--- config.mk ---
export PLATFORM = sky130hd
export DESIGN_NAME = scanned_display_controller_flat
export DESIGN_NICKNAME = d
export VERILOG_FILES = /design/src/rtl/display_pkg.sv /design/src/rtl/scanned_display_controller_if.sv /design/src/rtl/hex_to_7seg.sv /design/src/rtl/scanned_display_controller.sv /design/src/flat_wrapper.sv
export SDC_FILE = /design/constraint.sdc
export NUM_CORES = 1
export LEC_CHECK = 0
export BUFFER_PORTS_ARGS = -buffer_cell sky130_fd_sc_hd__buf_2
export CAP_MARGIN = 20
export CORE_ASPECT_RATIO = 1.4
export CORE_MARGIN = 2
export CORE_UTILIZATION = 54
export CTS_CLUSTER_SIZE = 28
export DETAILED_ROUTE_END_ITERATION = 8
export PLACE_DENSITY = 0.81
export SLEW_MARGIN = 15
export SYNTH_ARGS = -nofsm -noshare
export SYNTH_HDL_FRONTEND = slang
export SYNTH_HIERARCHICAL = 1
export SYNTH_SLANG_ARGS = --single-unit
--- constraint.sdc ---
create_clock -name clk -period 2.9 [get_ports clk]
set_clock_uncertainty 0.1 [all_clocks]
set_input_delay 0.145 -clock clk [delete_from_list [all_inputs] [get_ports clk]]
set_output_delay 0.145 -clock clk [all_outputs]
set_load 0.05 [all_outputs]
--- src/rtl/display_pkg.sv ---
// Shared types and constants for the scanned hex display controller.
//   seg_t      : 7-bit active-low segment vector, bit order gfedcba
//   SEG_BLANK  : all segments off
//   HEX_SEG    : hex digit 0-F to segment pattern table
//   CTRL_*     : bit positions inside the 3-bit control register
package display_pkg;
  typedef logic [6:0] seg_t;

  localparam seg_t SEG_BLANK = 7'h7F;

  localparam seg_t HEX_SEG [16] = '{
    7'h40, 7'h79, 7'h24, 7'h30, 7'h19, 7'h12, 7'h02, 7'h78,
    7'h00, 7'h10, 7'h08, 7'h03, 7'h46, 7'h21, 7'h06, 7'h0E
  };

  localparam int CTRL_EN    = 0;
  localparam int CTRL_LZS   = 1;
  localparam int CTRL_BLINK = 2;
endpackage

--- src/rtl/scanned_display_controller_if.sv ---
// CPU-side register bus of the display controller.
//   wr_en_i/wr_data_i : value write strobe and data (nibble k -> digit k)
//   ctrl_wr_i/ctrl_i  : control write strobe and data {blink, lzs, en}
//   bright_i          : anode duty (used only when DISPLAY_PWM_EN is defined)
//   pending_o         : shadow holds a value not yet shown
// master = CPU / bench side, slave = controller.
interface scanned_display_controller_if #(
  parameter int NUM_DIGITS = 6
);
  logic                    wr_en_i;
  logic [4*NUM_DIGITS-1:0] wr_data_i;
  logic                    ctrl_wr_i;
  logic [2:0]              ctrl_i;
  logic [3:0]              bright_i;
  logic                    pending_o;

  modport master (output wr_en_i, wr_data_i, ctrl_wr_i, ctrl_i, bright_i,
                  input  pending_o);
  modport slave  (input  wr_en_i, wr_data_i, ctrl_wr_i, ctrl_i, bright_i,
                  output pending_o);
endinterface

--- src/rtl/hex_to_7seg.sv ---
// Combinational nibble to active-low 7-segment decoder with blanking.
//   nib_i   : hex digit
//   blank_i : force all segments off
//   seg_o   : segment pattern, gfedcba, active-low
module hex_to_7seg
  import display_pkg::*;
(
  input  logic [3:0] nib_i,
  input  logic       blank_i,
  output seg_t       seg_o
);
  assign seg_o = blank_i ? SEG_BLANK : HEX_SEG[nib_i];
endmodule

--- src/rtl/scanned_display_controller.sv ---
// Time-multiplexed hex display driver with a double-buffered value register.
// CPU writes land in a shadow register that is copied to the displayed
// (active) register only at the end of a full scan frame, so a digit never
// shows a half-updated value.
//   clk, rst_n  : clock, asynchronous active-low reset
//   bus         : CPU register bus (slave modport)
//   seg_o       : shared segment bus, active-low gfedcba
//   an_o        : digit enables, active-low, one digit at a time
//   hex_flat_o  : static per-digit segments, digit k at [7k+6:7k]
// Optional: define DISPLAY_PWM_EN to dim the anodes by bright_i.
module scanned_display_controller
  import display_pkg::*;
#(
  parameter int NUM_DIGITS = 6,
  parameter int CLK_HZ     = 50000000,
  parameter int SCAN_HZ    = 1000,
  parameter int BLINK_HZ   = 2
) (
  input  logic                    clk,
  input  logic                    rst_n,
  scanned_display_controller_if.slave bus,
  output seg_t                    seg_o,
  output logic [NUM_DIGITS-1:0]   an_o,
  output logic [7*NUM_DIGITS-1:0] hex_flat_o
);
  localparam int TPD        = CLK_HZ / SCAN_HZ;
  localparam int BLINK_HALF = CLK_HZ / (2 * BLINK_HZ);
  localparam int PW         = $clog2(TPD);
  localparam int BW         = (BLINK_HALF > 1) ? $clog2(BLINK_HALF) : 1;
  localparam int DW         = (NUM_DIGITS > 1) ? $clog2(NUM_DIGITS) : 1;

  if (NUM_DIGITS < 1 || NUM_DIGITS > 8) begin : g_bad_digits
    $error("NUM_DIGITS must be 1..8");
  end
  if ((CLK_HZ % SCAN_HZ) != 0 || TPD < 16) begin : g_bad_scan
    $error("CLK_HZ/SCAN_HZ must divide exactly and be >= 16");
  end
  if ((CLK_HZ % (2 * BLINK_HZ)) != 0) begin : g_bad_blink
    $error("CLK_HZ/(2*BLINK_HZ) must divide exactly");
  end

  logic [PW-1:0]                 presc_q, presc_d;
  logic [DW-1:0]                 dig_q, dig_d;
  logic [NUM_DIGITS-1:0][3:0]    shadow_q, shadow_d, active_q, active_d;
  logic                          pending_q, pending_d;
  logic [2:0]                    ctrl_q, ctrl_d;
  logic [BW-1:0]                 blink_cnt_q, blink_cnt_d;
  logic                          blink_on_q, blink_on_d;
  seg_t                          seg_q, seg_d;
  logic [NUM_DIGITS-1:0]         an_q, an_d;
  logic [NUM_DIGITS-1:0][6:0]    hex_q, hex_d;

  logic                          presc_tc, frame_end, blink_tc, lz_run, anode_on;
  logic [NUM_DIGITS-1:0]         blank_vec;
  seg_t                          scan_seg;
  logic [NUM_DIGITS-1:0][6:0]    flat_seg;

`ifdef DISPLAY_PWM_EN
  // Anode stays on for the first (bright+1)/16 of each digit slot.
  assign anode_on = int'(presc_q) < ((int'(bus.bright_i) + 1) * TPD) / 16;
`else
  logic unused_bright;
  assign unused_bright = ^bus.bright_i;
  assign anode_on      = 1'b1;
`endif

  // Decoders: one for the scanned bus, one per digit for the static outputs.
  hex_to_7seg u_scan (
    .nib_i   (active_q[dig_q]),
    .blank_i (blank_vec[dig_q]),
    .seg_o   (scan_seg)
  );

  for (genvar k = 0; k < NUM_DIGITS; k++) begin : g_flat
    hex_to_7seg u_dec (
      .nib_i   (active_q[k]),
      .blank_i (blank_vec[k]),
      .seg_o   (flat_seg[k])
    );
  end

  always_comb begin
    presc_tc  = (presc_q == PW'(TPD - 1));
    frame_end = presc_tc && (dig_q == DW'(NUM_DIGITS - 1));
    presc_d   = presc_tc ? '0 : presc_q + 1'b1;
    dig_d     = dig_q;
    if (presc_tc) dig_d = frame_end ? '0 : dig_q + 1'b1;

    // Copy before the write so a coincident write stays pending for the next frame.
    shadow_d  = shadow_q;
    active_d  = active_q;
    pending_d = pending_q;
    if (frame_end && pending_q) begin
      active_d  = shadow_q;
      pending_d = 1'b0;
    end
    if (bus.wr_en_i) begin
      shadow_d  = bus.wr_data_i;
      pending_d = 1'b1;
    end

    ctrl_d = bus.ctrl_wr_i ? bus.ctrl_i : ctrl_q;

    blink_tc    = (blink_cnt_q == BW'(BLINK_HALF - 1));
    blink_cnt_d = blink_tc ? '0 : blink_cnt_q + 1'b1;
    blink_on_d  = blink_on_q ^ blink_tc;

    // Leading-zero run from the MSB down; digit 0 always shown.
    blank_vec = '0;
    lz_run    = 1'b1;
    for (int k = NUM_DIGITS - 1; k >= 1; k--) begin
      lz_run       = lz_run & (active_q[k] == 4'h0);
      blank_vec[k] = ctrl_q[CTRL_LZS] & lz_run;
    end
    if (ctrl_q[CTRL_BLINK] && !blink_on_q) blank_vec = '1;

    seg_d = ctrl_q[CTRL_EN] ? scan_seg : SEG_BLANK;
    an_d  = '1;
    if (ctrl_q[CTRL_EN] && anode_on) an_d[dig_q] = 1'b0;
    hex_d = ctrl_q[CTRL_EN] ? flat_seg : '1;
  end

  always_ff @(posedge clk or negedge rst_n) begin
    if (!rst_n) begin
      presc_q     <= '0;
      dig_q       <= '0;
      shadow_q    <= '0;
      active_q    <= '0;
      pending_q   <= 1'b0;
      ctrl_q      <= '0;
      blink_cnt_q <= '0;
      blink_on_q  <= 1'b1;
      seg_q       <= SEG_BLANK;
      an_q        <= '1;
      hex_q       <= '1;
    end else begin
      presc_q     <= presc_d;
      dig_q       <= dig_d;
      shadow_q    <= shadow_d;
      active_q    <= active_d;
      pending_q   <= pending_d;
      ctrl_q      <= ctrl_d;
      blink_cnt_q <= blink_cnt_d;
      blink_on_q  <= blink_on_d;
      seg_q       <= seg_d;
      an_q        <= an_d;
      hex_q       <= hex_d;
    end
  end

  assign seg_o         = seg_q;
  assign an_o          = an_q;
  assign hex_flat_o    = hex_q;
  assign bus.pending_o = pending_q;
endmodule

--- src/flat_wrapper.sv ---
// flat-port wrapper written by rule: the top's interface ports become plain ports
module scanned_display_controller_flat import display_pkg::*;
#(
  parameter int NUM_DIGITS = 6,
  parameter int CLK_HZ     = 50000000,
  parameter int SCAN_HZ    = 1000,
  parameter int BLINK_HZ   = 2
)
  (clk, rst_n, seg_o, an_o, hex_flat_o, bus_wr_en_i, bus_wr_data_i, bus_ctrl_wr_i, bus_ctrl_i, bus_bright_i, bus_pending_o);
  scanned_display_controller_if #(.NUM_DIGITS(NUM_DIGITS)) bus_i ();
  input  logic clk;
  input  logic rst_n;
  output seg_t seg_o;
  output logic [NUM_DIGITS-1:0] an_o;
  output logic [7*NUM_DIGITS-1:0] hex_flat_o;
  input wire logic [$bits(bus_i.wr_en_i)-1:0] bus_wr_en_i;
  input wire logic [$bits(bus_i.wr_data_i)-1:0] bus_wr_data_i;
  input wire logic [$bits(bus_i.ctrl_wr_i)-1:0] bus_ctrl_wr_i;
  input wire logic [$bits(bus_i.ctrl_i)-1:0] bus_ctrl_i;
  input wire logic [$bits(bus_i.bright_i)-1:0] bus_bright_i;
  output wire logic [$bits(bus_i.pending_o)-1:0] bus_pending_o;
  assign bus_i.wr_en_i = bus_wr_en_i;
  assign bus_i.wr_data_i = bus_wr_data_i;
  assign bus_i.ctrl_wr_i = bus_ctrl_wr_i;
  assign bus_i.ctrl_i = bus_ctrl_i;
  assign bus_i.bright_i = bus_bright_i;
  assign bus_pending_o = bus_i.pending_o;
  scanned_display_controller #(.NUM_DIGITS(NUM_DIGITS), .CLK_HZ(CLK_HZ), .SCAN_HZ(SCAN_HZ), .BLINK_HZ(BLINK_HZ)) u_core (.clk(clk), .rst_n(rst_n), .bus(bus_i), .seg_o(seg_o), .an_o(an_o), .hex_flat_o(hex_flat_o));
endmodule
==> run metrics <==
FF-to-FF Start u_core/dig_q[1]; met2 WL 9080 um; Avg Synthesized Cell Area 11.5 um2; wire length on met3 726 um; DR WL/cell 16.3 um; RSZ-0062 raised after global routing no; die area 0.0166 mm2; largest net degree at the start of global routing 76; Ys Warns 6; Starting Density 54.6%; Slew headroom 50.7%; R2R Setup Slk 0.19 ns; GR Overflow Total 0; CP most frequent cell a21oi_1; ys flop type dfrtp_1; first-pass GRT wire length 29100 um; #FFs+latches synth 151; Avg Vias per Cell 5.63; IO Pins 91; setup TNS 0 ns; setup slack at placement 0.223 ns; clk buf depth 2; Ant. Diodes 0; Synth-to-Final Area Change 18.7%; # nets final 948; R2R depth 10; fill cell count 1170; Worst-Margin Slew 0.740 ns; Mapped Cells 735; post-layout worst setup margin 0.190 ns; layout cells sized above 1 31.6%; IR drop worst, VDD 0.000459 V; CP startpoint kind flop; clock sinks 151; fin. max-slew vios 0; number of buffers created by CTS 17; Register Area 0.00385 mm2; Async SR Flop Fraction 100%; Post-Syn Area 0.00842 mm2; Post-synth top cells 95 x dfrtp_1, 64 x nand2b_1, 56 x dfstp_2; clock root buffer clkbuf_16; H-Tree Level Count 4; initial antenna violation count 0; Die H 152 um; Multi-input gate area 0.00417 mm2; Synth area leaders dfrtp_1 28%, dfstp_2 17%, ha_1 7.9%; Critical Path Max Stage Delay 0.57 ns; drc violations 0; TritonCTS clock tree built; CP arrival 2.95 ns; final antenna-violating net count 0; CP Cell Sequence buf_4 > mux2i_1 > nor2_1 > a21oi_1 > a21oi_1 > inv_1 > ha_1 > or2_2 > a311o_1 > nand2b_1; Skew-Pair Late Insertion Delay 0.43 ns; WP buf/inv 2; outcome finished, final reports clean; PortBufs 86; final hold violations 0; critical path's slowest cell dfrtp_1; MaxCap Viol Count 0; WP depth 10; Tcrit/Tclk final 93.5%; Synth top area share 28.2%; max layer used met4; kind of end point of the critical path flop; M1 wire length 7170 um; Die Wd 110 um; Tmin final 2.71 ns; total track usage 22.7%; most frequent cell after synthesis dfrtp_1; Worst path top cell family by delay simple AND/OR/NAND/NOR gates; Seq/Total Area, Yosys 45.7%; Cell variety after synth 52; Mapped Nets 823; # Post-CTS Setup Buffers 0; Pwr Density 530 mW/mm2; top cell type by total area after synthesis dfrtp_1; end of the worst register-to-register path u_core/seg_o[1]; DP HPWL 11700 um; final setup violation count 0; Max Fanout on Critical Path 11; number of detailed-route iterations in the first pass 4; number of global-route vias before repair 5947; GP Congestion 0.854; final wirelength 17500 um; critical path class flop to flop; Hold Path Class input pin to asynchronous set/reset pin; Pleak 4.33 nW; worst endpoint required time 3.14 ns; Post-synth EDFFs 0; Vias 6016; row count 54; maximum clock rate 369 MHz; DRT iter0 DRCs 279; Reg clk slew, reported paths 0.06 ns; Core ar. 0.0154 mm2
[worst max path at each step]
| stage | start | end | slack, ns |
|---|---|---|---|
| 5_1_grt | u_core/dig_q[1] | u_core/seg_o[1] | 0.01 |
| 2_1_floorplan | u_core/dig_q[2] | u_core/seg_o[1] | 0.13 |
| 3_3_place_gp | u_core/dig_q[1] | u_core/seg_o[1] | 0.24 |
| 6_report | u_core/dig_q[1] | u_core/seg_o[1] | 0.19 |
| 3_5_place_dp | u_core/dig_q[1] | u_core/seg_o[1] | 0.22 |
| 4_1_cts | u_core/dig_q[1] | u_core/seg_o[1] | 0.22 |
[where the power goes]
| part | total [mW] | leakage (nW) | internal (mW) | switching, mW |
|---|---|---|---|---|
| Clock | 2.47 | 0.322 | 1.55 | 0.917 |
| Sequential | 2.29 | 1.82 | 2.23 | 0.0559 |
| Combinational | 0.535 | 2.19 | 0.188 | 0.347 |
[layer usage]
| layer | vias to the layer above | GRT usage [%] |
|---|---|---|
| met3 | 31 | 4.79 |
| met1 | 2955 | 27.1 |
| li1 | 2875 | - |
| met4 | 0 | 10.1 |
| met5 | - | 0 |
| met2 | 155 | 39.0 |
[cell families (layout without fill, tap and decap cells)]
| group | after synthesis | in the layout | share of synthesized area (%) |
|---|---|---|---|
| multiplexers | 95 | 95 | 13.2 |
| adder cells (fa/ha/maj) | 53 | 53 | 7.88 |
| AND/OR/NAND/NOR | 251 | 251 | 16.9 |
| AO/OA/AOI/OAI | 91 | 91 | 8.43 |
| XOR/XNOR | 29 | 29 | 3.02 |
| flip-flops | 151 | 151 | 45.7 |
| buffers and inverters | 65 | 203 | 4.80 |
[sequential cells by signal, indices dropped and copies added, names as in the netlist]
name	cells
u_core/bus.pending_o	1
u_core/active_q	24
u_core/hex_flat_o	42
u_core/presc_q	16
u_core/shadow_q	24
u_core/seg_o	7
u_core/an_o	6
u_core/blink_cnt_q	24
u_core/dig_q	3
u_core/ctrl_q	3
u_core/blink_on_q	1
[area by class of cell]
type / instances / area share [%]
multi-input combinational: 519 / 41.7
clock inverter: 15 / 2.42
clock buffer: 17 / 4.26
timing repair buffer: 143 / 9.56
tap: 196 / 2.45
inverter: 28 / 1.05
sequential: 151 / 38.5
[layout by cell type (no fill, tap or decap), drive strengths merged, types with 8 or more instances in the layout]
cell type and count:
xor2 14, nand2b 64, or2 8, nand3 16, clkbuf 17, nor3 11, mux2i 26, a32oi 14
buf 112, mux2 69, nor4 8, a221o 14, inv 32, a21oi 19, nor2b 16, nand2 35
dlygate4sd3 31, and3 12, o21ai 9, xnor2 15, dfrtp 95, dfstp 56, nor2 39, ha 53
nand4 21
[through the flow]
stage	cells	hold WS (ns)	utilization [%]	power, mW	cell area [um2]
floorplan	735	-0.251	-	2.66	8420
global placement	1006	0.108	58.5	2.81	9010
detailed placement	1006	0.116	58.5	2.82	9010
CTS	1069	0.223	64.8	5.35	9990
global route	1069	0.230	64.8	5.52	9990
finish	1069	0.187	64.8	5.29	9990
[repair_timing]
action,in CTS,in global routing
gates resized for setup,0,1
setup endpoints to repair,0,1
hold buffers,31,0
hold endpoints to repair,85,0
Note: power is estimated with default switching activity, not from simulation.
